<file path="config.mk">
export PLATFORM = sky130hd
export DESIGN_NAME = phy_link_speed_ctrl
export DESIGN_NICKNAME = d
export VERILOG_FILES = /design/src/rtl/phy_link_speed_ctrl.sv
export SDC_FILE = /design/constraint.sdc
export NUM_CORES = 1
export LEC_CHECK = 0
export ABC_AREA = 1
export CAP_MARGIN = 20
export CORE_MARGIN = 4
export CORE_UTILIZATION = 54
export DETAILED_ROUTE_END_ITERATION = 8
export PLACE_DENSITY = 0.73
export REMOVE_ABC_BUFFERS = 1
export SYNTH_ARGS = -nofsm -noshare
export SYNTH_HDL_FRONTEND = slang
export SYNTH_SLANG_ARGS = --single-unit
</file>
<file path="constraint.sdc">
create_clock -name clk -period 1.7 [get_ports clk]
set_input_delay 0.34 -clock clk [delete_from_list [all_inputs] [get_ports clk]]
set_output_delay 0.34 -clock clk [all_outputs]
set_load 0.03 [all_outputs]
</file>
<file path="src/rtl/phy_link_speed_ctrl.sv">
// MDIO read master that polls the PHY's BMSR and speed/duplex status registers.
// It publishes link, speed and duplex to the MAC side and drives the adapter's 10 Mb/s select.
//
// Ports:
//   clk, rst_n        system clock; synchronous active-low reset
//   enable, poll_now  periodic polling enable; one-cycle immediate-poll request
//   mdc, mdio_o,      MDIO clock, data out and output enable to the PHY pins
//   mdio_oe, mdio_i   (mdio_i is the pulled-up pad input)
//   busy              a poll sequence is in progress
//   link_up, eth_10mbps, full_duplex, speed_err   status from the last good poll
//   status_valid, mdio_err                        last poll completed cleanly / saw no turnaround
//   status_change     one-cycle pulse when link_up, eth_10mbps or full_duplex changes
module phy_link_speed_ctrl #(
    parameter int         CLK_DIV     = 25,
    parameter int         POLL_CYCLES = 5000000,
    parameter logic [4:0] PHY_ADDR    = 5'd0,
    parameter logic [4:0] STAT_REG    = 5'd31,
    parameter int         SPD10_BIT   = 4,
    parameter int         SPD100_BIT  = 5,
    parameter int         SPD1000_BIT = 6,
    parameter int         DUPLEX_BIT  = 3
) (
    input  logic clk,
    input  logic rst_n,
    input  logic enable,
    input  logic poll_now,
    output logic mdc,
    output logic mdio_o,
    output logic mdio_oe,
    input  logic mdio_i,
    output logic busy,
    output logic link_up,
    output logic eth_10mbps,
    output logic full_duplex,
    output logic speed_err,
    output logic status_valid,
    output logic status_change,
    output logic mdio_err
);
    localparam int DIV_W = (CLK_DIV > 1) ? $clog2(CLK_DIV) : 1;
    localparam int TMR_W = (POLL_CYCLES > 1) ? $clog2(POLL_CYCLES) : 1;

    typedef enum logic [1:0] {
        S_IDLE,
        S_BMSR,
        S_STAT,
        S_COMMIT
    } state_t;

    state_t             r_state;
    state_t             w_next;
    logic [DIV_W-1:0]   r_div;
    logic               r_mdc;
    logic [5:0]         r_bit;
    logic               r_mdio_o;
    logic               r_mdio_oe;
    logic [15:0]        r_data;
    logic               r_bmsr_lnk;
    logic               r_ferr;
    logic [TMR_W-1:0]   r_timer;
    logic               r_first;
    logic               r_pend;
    logic               r_link;
    logic               r_10;
    logic               r_fd;
    logic               r_serr;
    logic               r_valid;
    logic               r_chg;
    logic               r_merr;

    logic               w_frame;
    logic               w_tick;
    logic               w_rise;
    logic               w_fall;
    logic               w_last;
    logic               w_start;
    logic               w_new_frame;
    logic [4:0]         w_reg;
    logic [45:0]        w_hdr;
    logic [5:0]         w_nbit;
    logic [5:0]         w_hidx;
    logic               w_s10;
    logic               w_s100;
    logic               w_s1000;
    logic               w_spd_ok;
    logic               w_link_n;
    logic               w_10_n;
    logic               w_fd_n;
    logic               w_serr_n;
    logic               w_unused_data;

    assign w_frame = (r_state == S_BMSR) || (r_state == S_STAT);
    assign w_tick  = w_frame && (r_div == DIV_W'(CLK_DIV - 1));
    assign w_rise  = w_tick && !r_mdc;
    assign w_fall  = w_tick && r_mdc;
    assign w_last  = w_fall && (r_bit == 6'd63);

    // Header bit b of the current frame is w_hdr[45-b]
    assign w_reg   = (r_state == S_STAT) ? STAT_REG : 5'd1;
    assign w_hdr   = {32'hFFFF_FFFF, 4'b0110, PHY_ADDR, w_reg};
    assign w_nbit  = r_bit + 6'd1;
    assign w_hidx  = 6'd45 - w_nbit;

    always_comb begin
        w_next  = r_state;
        w_start = 1'b0;
        unique case (r_state)
            S_IDLE: begin
                if (r_pend || poll_now ||
                    (enable && (r_first ||
                     r_timer == TMR_W'(POLL_CYCLES - 1)))) begin
                    w_next  = S_BMSR;
                    w_start = 1'b1;
                end
            end
            S_BMSR: if (w_last) w_next = S_STAT;
            S_STAT: if (w_last) w_next = S_COMMIT;
            S_COMMIT: begin
                // A request latched during the sequence chains straight on
                if (r_pend || poll_now) begin
                    w_next  = S_BMSR;
                    w_start = 1'b1;
                end else begin
                    w_next = S_IDLE;
                end
            end
            default: w_next = S_IDLE;
        endcase
    end

    always_ff @(posedge clk) begin
        if (!rst_n) r_state <= S_IDLE;
        else        r_state <= w_next;
    end

    assign w_new_frame = w_start || ((r_state == S_BMSR) && w_last);

    assign w_s10    = r_data[SPD10_BIT];
    assign w_s100   = r_data[SPD100_BIT];
    assign w_s1000  = r_data[SPD1000_BIT];
    assign w_spd_ok = r_bmsr_lnk && (w_s10 ^ w_s100) && !w_s1000;
    assign w_link_n = r_ferr ? 1'b0 : r_bmsr_lnk;
    assign w_10_n   = (!r_ferr && w_spd_ok) ? w_s10 : r_10;
    assign w_fd_n   = (!r_ferr && w_spd_ok) ? r_data[DUPLEX_BIT] : r_fd;
    assign w_serr_n = r_ferr ? r_serr :
                      (r_bmsr_lnk && (w_s1000 || !(w_s10 ^ w_s100)));
    assign w_unused_data = ^r_data;

    always_ff @(posedge clk) begin
        if (!rst_n) begin
            r_div      <= '0;
            r_mdc      <= 1'b0;
            r_bit      <= '0;
            r_mdio_o   <= 1'b1;
            r_mdio_oe  <= 1'b0;
            r_data     <= '0;
            r_bmsr_lnk <= 1'b0;
            r_ferr     <= 1'b0;
            r_timer    <= '0;
            r_first    <= 1'b1;
            r_pend     <= 1'b0;
            r_link     <= 1'b0;
            r_10       <= 1'b0;
            r_fd       <= 1'b0;
            r_serr     <= 1'b0;
            r_valid    <= 1'b0;
            r_chg      <= 1'b0;
            r_merr     <= 1'b0;
        end else begin
            r_chg <= 1'b0;

            if (w_frame) begin
                if (w_tick) begin
                    r_div <= '0;
                    r_mdc <= ~r_mdc;
                end else begin
                    r_div <= r_div + DIV_W'(1);
                end
            end else begin
                r_div <= '0;
                r_mdc <= 1'b0;
            end

            if (w_new_frame) begin
                r_bit     <= '0;
                r_mdio_oe <= 1'b1;
                r_mdio_o  <= 1'b1;
            end else if (w_fall && !w_last) begin
                r_bit <= w_nbit;
                if (w_nbit < 6'd46) begin
                    r_mdio_oe <= 1'b1;
                    r_mdio_o  <= w_hdr[w_hidx];
                end else begin
                    r_mdio_oe <= 1'b0;
                    r_mdio_o  <= 1'b1;
                end
            end

            if (w_start) r_ferr <= 1'b0;
            if (w_rise) begin
                // A released (pulled-up) turnaround means no PHY answered
                if (r_bit == 6'd47 && mdio_i) r_ferr <= 1'b1;
                if (r_bit >= 6'd48) r_data <= {r_data[14:0], mdio_i};
            end
            if ((r_state == S_BMSR) && w_last) r_bmsr_lnk <= r_data[2];

            if (w_start || r_state == S_COMMIT) begin
                r_timer <= '0;
            end else if (r_state == S_IDLE && enable) begin
                r_timer <= r_timer + TMR_W'(1);
            end

            if (w_start) r_first <= 1'b0;

            if (w_start)                            r_pend <= 1'b0;
            else if (poll_now && r_state != S_IDLE) r_pend <= 1'b1;

            if (r_state == S_COMMIT) begin
                r_link  <= w_link_n;
                r_10    <= w_10_n;
                r_fd    <= w_fd_n;
                r_serr  <= w_serr_n;
                r_valid <= !r_ferr;
                r_merr  <= r_ferr;
                r_chg   <= (w_link_n != r_link) || (w_10_n != r_10) ||
                           (w_fd_n != r_fd);
            end
        end
    end

    assign mdc           = r_mdc;
    assign mdio_o        = r_mdio_o;
    assign mdio_oe       = r_mdio_oe;
    assign busy          = (r_state != S_IDLE);
    assign link_up       = r_link;
    assign eth_10mbps    = r_10;
    assign full_duplex   = r_fd;
    assign speed_err     = r_serr;
    assign status_valid  = r_valid;
    assign status_change = r_chg;
    assign mdio_err      = r_merr;

endmodule
</file>
* Word level (Yosys, flattened, before mapping)
Cells that the tools add are included.
Cells by class: reductions and logical operators 40, bitwise gates (word level) 5, add/sub/neg operators 4, multiplexer cells 21, equality and inequality tests 13, order comparisons 3
Operator list (count):
- adder 23 x 1 -> 23 bit (second input constant) | 1
- == test 23 bit (second input constant) | 1
- logical AND 1 bit | 14
- two-way mux 1 bit | 14
- == test 6 bit (second input constant) | 2
- logical OR 1 bit | 9
- case mux 2 bit (4 select lines) | 1
- AND reduction 2 bit | 4
- less-than comparator 6 x 7 -> 1 bit (second input constant) | 1
- adder 6 x 1 -> 6 bit (second input constant) | 1
- binary-select mux 1 bit (select 6 bit) | 1
- >= comparator 6 bit (second input constant) | 1
- less-than comparator 6 bit (second input constant) | 1
- two-way mux 2 bit | 3
- != test 2 bit (second input constant) | 3
- OR reduction 2 bit | 3
- subtractor 6 bit (first input constant) | 1
- adder 5 x 1 -> 5 bit (second input constant) | 1
- == test 5 bit (second input constant) | 1
- logical NOT 1 bit | 5
- two-way mux 5 bit | 1
- == test 2 bit (second input constant) | 2
- inverter 1 bit | 4
- nonzero test 2 bit | 2
- other kinds (7) | 9
Word-level totals: register bits after elaboration 57, bits of input ports 5, word-level logic and storage cells 105, output and inout bits 11

* Longest topological paths before layout
depth in word-level cells 9, gate-level depth with buffers 14, gate-level depth less buffers 14

* Worst setup path after synthesis
OpenSTA, ideal clock, no wires.
path type reg-to-reg, from reg r_bit[1], to reg r_mdio_o, in the netlist mdio_o, data arrival time 1743 ps, setup time 112 ps, required time 1588 ps, setup slack -155 ps, path buffers 0, cell stages (with the launch flop) 14, cells stage by stage dfxtp_1 ha_1 nand2_1 and2_1 ha_1 ha_1 a21oi_1 o21ai_0 nand2_1 nand2_1 nand2_1 nand3_1 nand2_1 nand2_1
On the way: word-level cells in the longest chain between the ends 5, elaborated cells on any way between the ends 13, classes of those cells add/sub (2); order compare (1); eq/ne (1); mux (3); reduce/logical (6)
RTL lines:
- from (decl) | line 54 | logic [5:0] r_bit;
- from (signal assigned) | line 189 | r_bit <= w_nbit;
- adder 6 x 1 -> 6 bit (*) | line 101 | assign w_nbit = r_bit + 6'd1;
- via w_nbit[2] | line 80 | logic [5:0] w_nbit;
- subtractor 6 bit | line 102 | assign w_hidx = 6'd45 - w_nbit;
- binary-select mux 1 bit (select 6 bit) | line 192 | r_mdio_o <= w_hdr[w_hidx];
- two-way mux 1 bit (not written as such) | line 192
- two-way mux 1 bit (*) | line 190 | if (w_nbit < 6'd46) begin
- to (signal assigned) | line 192
- to (decl) | line 55 | logic r_mdio_o;
Mark *: on every way through the listed nets, which the timed path passes. The rest lies on a longest branch. The select of a mux whose other input is x is not followed. A chain may end at the register's enable or synchronous reset.

* Worst setup path in the final report
from reg r_bit[0], to reg r_mdio_o, in the netlist mdio_o
The elaborated chain is that of the path after synthesis.

==> summary.txt <==
GRT
  • Number of global-route vias before repair: roughly 2.5k
  • GR Overflow Total: 0
  • Initial antenna violation count: 0
  • First-pass GRT wire length: roughly 11000 um
  • Met2 GRT Util: between 30% and 40%
  • GRT Total Usage: 20.4%
  • Largest net degree at the start of global routing: 21
  • Busiest grt layer: met2
  • GR Util met3: 6.69%
  • Met1 Track Usage GR: about a quarter

Worst setup path
  • Kind of critical path: reg -> reg
  • Critical path, cell by cell: ha_4 > inv_1 > nand2_1 > and2_4 > ha_4 > ha_4 > a21oi_2 > o21ai_1 > nand2_1 > nand2_1 > nand2_1 > nand3_1 > nand2_1 > nand2_1
  • Worst r2r path cells: 14
  • Slowest-stage cell, CP: dfxtp_2
  • WP data arrival: 1.97 ns
  • R2R Path Start: r_bit[0]
  • Top cell by count, worst path: nand2_1
  • Crit path from: r_bit[0]
  • Capturing element type of the critical path: register
  • Reg2Reg Setup Slack: -0.05 ns
  • Reg-to-reg critical path endpoint: mdio_o
  • CP Data Required Time: between 1.5 and 2 ns
  • Largest stage delay on the critical path: 0.33 ns
  • CP Max Fanout: 3
  • Startpoint types: register

STA
  • Hold_ws: 0.442 ns
  • Tcrit/Tclk final: 103%
  • Minimum clock period: between 1.5 and 2 ns
  • Setup TNS: -0.0975 ns
  • Relative slew slack: approximately 77%
  • RSZ-0062 raised after global routing: true
  • Fmax: 571 MHz
  • Final critical-path setup slack: -0.0512 ns
  • Tightest Pin Transition: 0.349 ns
  • Final setup viols: 2
  • Fin. max-slew vios: 0
  • Final clock skew: ~0.0041 ns
  • Hold Fails Final Rpt: 0

Floorplan
  • Die W: 82.0 um
  • Site Rows: 26
  • Die area: 6720 sq um
  • Core Box Area: around 5200 sq um
  • Die Height: a little over 80 um
  • Initial core utilization: 56.8%
  • IO Count: 16

Synthesis
  • Area leader, netlist: dfxtp_1
  • Yosys cell types: 36
  • Post-synth EDFFs: 0
  • Synth warn: 0
  • Post-Syn Area: approximately 3000 sq um
  • Yosys reg bits: 57
  • Most used flip-flop cell after synthesis: dfxtp_1
  • Top post-synthesis cells by count: nand2_1 (85), nor2_1 (65), dfxtp_1 (57), inv_1 (52), nand3_1 (28)
  • Post-synth top area share: roughly 39%
  • Post-synthesis cell count: 411
  • Ys async rst share: 0%
  • Leading post-synthesis cells by cell area: dfxtp_1 (39%), nand2_1 (11%), nor2_1 (8.3%)
  • Syn avg cell area: between 7 and 8 sq um
  • Count leader, synth: nand2_1
  • Sequential area share after synthesis: about two fifths

Clock network
  • CTS HTree Levels: 3
  • Worst-Skew Late Latency: 0.32 ns
  • Sink Count: between 50 and 60
  • Root cell of the clock tree: clkbuf_8
  • Hold_buf cts: 0
  • TritonCTS clock tree: done
  • CTS max path bufs: 2
  • CTS Buf Count: 9
  • Reg clk slew, reported paths: about 0.060 ns

Layout
  • Layout cell share with drive strength beyond 1: between 20% and 30%
  • Core Util, Final: around three quarters
  • N_diodes: 0
  • Final #Nets: 489
  • Filler Cell Count: between 300 and 400
  • Area Growth Syn to Fin: 34.2%

Routing
  • DRT Pass-1 Iters: 4
  • Mean routed wirelength per cell: roughly 12 um
  • Vias after detailed routing: between 2k and 3k
  • Antenna-violating nets left: 0
  • DR iter-0 viols: 150
  • Via density: around 5
  • Final WL: around 6500 um
  • DR DRC count: 0

Status
  • Status: complete, but fails checks
  • Failing checks: negative setup slack

Min path
  • Hold crit path type: reg -> reg
  • Hold Crit Start: r_bmsr_lnk
  • Worst Hold End: r_bmsr_lnk
  • Worst Hold Depth: 2

Place
  • Port bufs: 15
  • Detailed placer's ending HPWL: approximately 4400 um
  • Worst setup slack after placement: -0.274 ns
  • RePlAce Congestion: about 0.88

Flow run
  • Max_cap viols: 0

Pwr
  • Pwr per Cell Area: roughly 1000 nW/um^2
  • Leak pwr: about 0.0017 uW
  • Worst VDD drop: 0.000863 V
worst max-delay path by stage:
stage                   to  slack, ns
floorplan           mdio_o      -0.26
global placement    mdio_o      -0.17
detailed placement  mdio_o      -0.27
CTS                 mdio_o      -0.08
global route        mdio_o      -0.17
finish              mdio_o      -0.05
metrics by stage:
step | instances | total power, uW | cell area, sq um
2_1_floorplan | 405 | 2080 | 2920
3_3_place_gp | 524 | 2560 | 3460
3_5_place_dp | 524 | 2580 | 3460
4_1_cts | 541 | 3880 | 3760
5_1_grt | 548 | 4270 | 3970
6_report | 548 | 4030 | 3970
critical path: cells and delay by family (launching register included):
family                     cells  cell delay [ns]
buffers and inverters          1             0.04
and+or+nand+nor                8             0.57
AOI/OAI and AO/OA              2             0.16
adders and majority gates      3             0.53
DFF                            1             0.33
flip-flops by register name, indices dropped and copies added, names as in the netlist:
register / flops
status_valid: 1
full_duplex: 1
r_bmsr_lnk: 1
r_timer: 23
mdio_err: 1
mdc: 1
status_change: 1
r_ferr: 1
r_bit: 6
mdio_o: 1
speed_err: 1
mdio_oe: 1
eth_10mbps: 1
link_up: 1
r_pend: 1
r_data: 7
r_state: 2
r_div: 5
r_first: 1
cell usage in the layout (no fill, tap or decap), drive strengths merged:
cell           netlist  final
a31oi                1      1
nor3                 5      5
nand4                5      5
nor3b                1      1
clkdlybuf4s50        0      5
bufinv               0      1
a21oi               22     22
clkinv               1      2
inv                 55     56
o211a                1      1
a32o                 1      1
mux2i                2      2
or2                  1      1
clkbuf               2     12
nand3               34     34
ha                  10     10
dlygate4sd2          0      6
nor2                75     75
o21ai               17     17
buf                  4     44
nand2               90     90
dfxtp               57     57
dlymetal6s2s         0      3
and2                 1      1
nor4                 1      1
o22ai                1      1
xor2                16     16
xnor2                8      8
kinds of logic (layout without fill, tap and decap cells):
group / Yosys count / after routing / synth area share (%)
XOR/XNOR: 24 / 24 / 7.11
adder cells (fa/ha/maj): 10 / 10 / 4.23
AND/OR/NAND/NOR: 213 / 213 / 33.2
AO/OA/AOI/OAI: 43 / 43 / 7.96
buffers and inverters: 62 / 129 / 8.25
flip-flops: 57 / 57 / 38.6
multiplexers: 2 / 2 / 0.677
timing repair:
| item | in CTS | in global routing |
|---|---|---|
| setup buffers | 1 | 7 |
| pin swaps | 9 | 16 |
| resized for setup | 25 | 40 |
| setup endpoints to repair | 24 | 44 |
| gates cloned | 1 | 0 |
cell type report:
type	count	area (sq um)	share of cell area [%]
Tap cell	70	87.6	2.21
Sequential cell	57	1150	28.9
Timing Repair Buffer	58	548	13.8
Inverter	56	218	5.49
Multi-Input combinational cell	292	1770	44.6
Clock inverter	3	40.0	1.01
Clock buffer	12	155	3.91
where the power goes:
part / internal [uW] / leakage, uW / switching [uW]
Sequential: 1430 / 0.000463 / 60.1
Combinational: 593 / 0.00112 / 705
Clock: 744 / 0.000102 / 499
routing by layer:
layer | share of wire (%) | wire length (um)
met1 | 45 | 2930
met2 | 50 | 3250
met3 | 4.5 | 292
met4 | 0.48 | 31
met5 | 0 | 0
No activity file was read; power rests on OpenSTA's default activity.
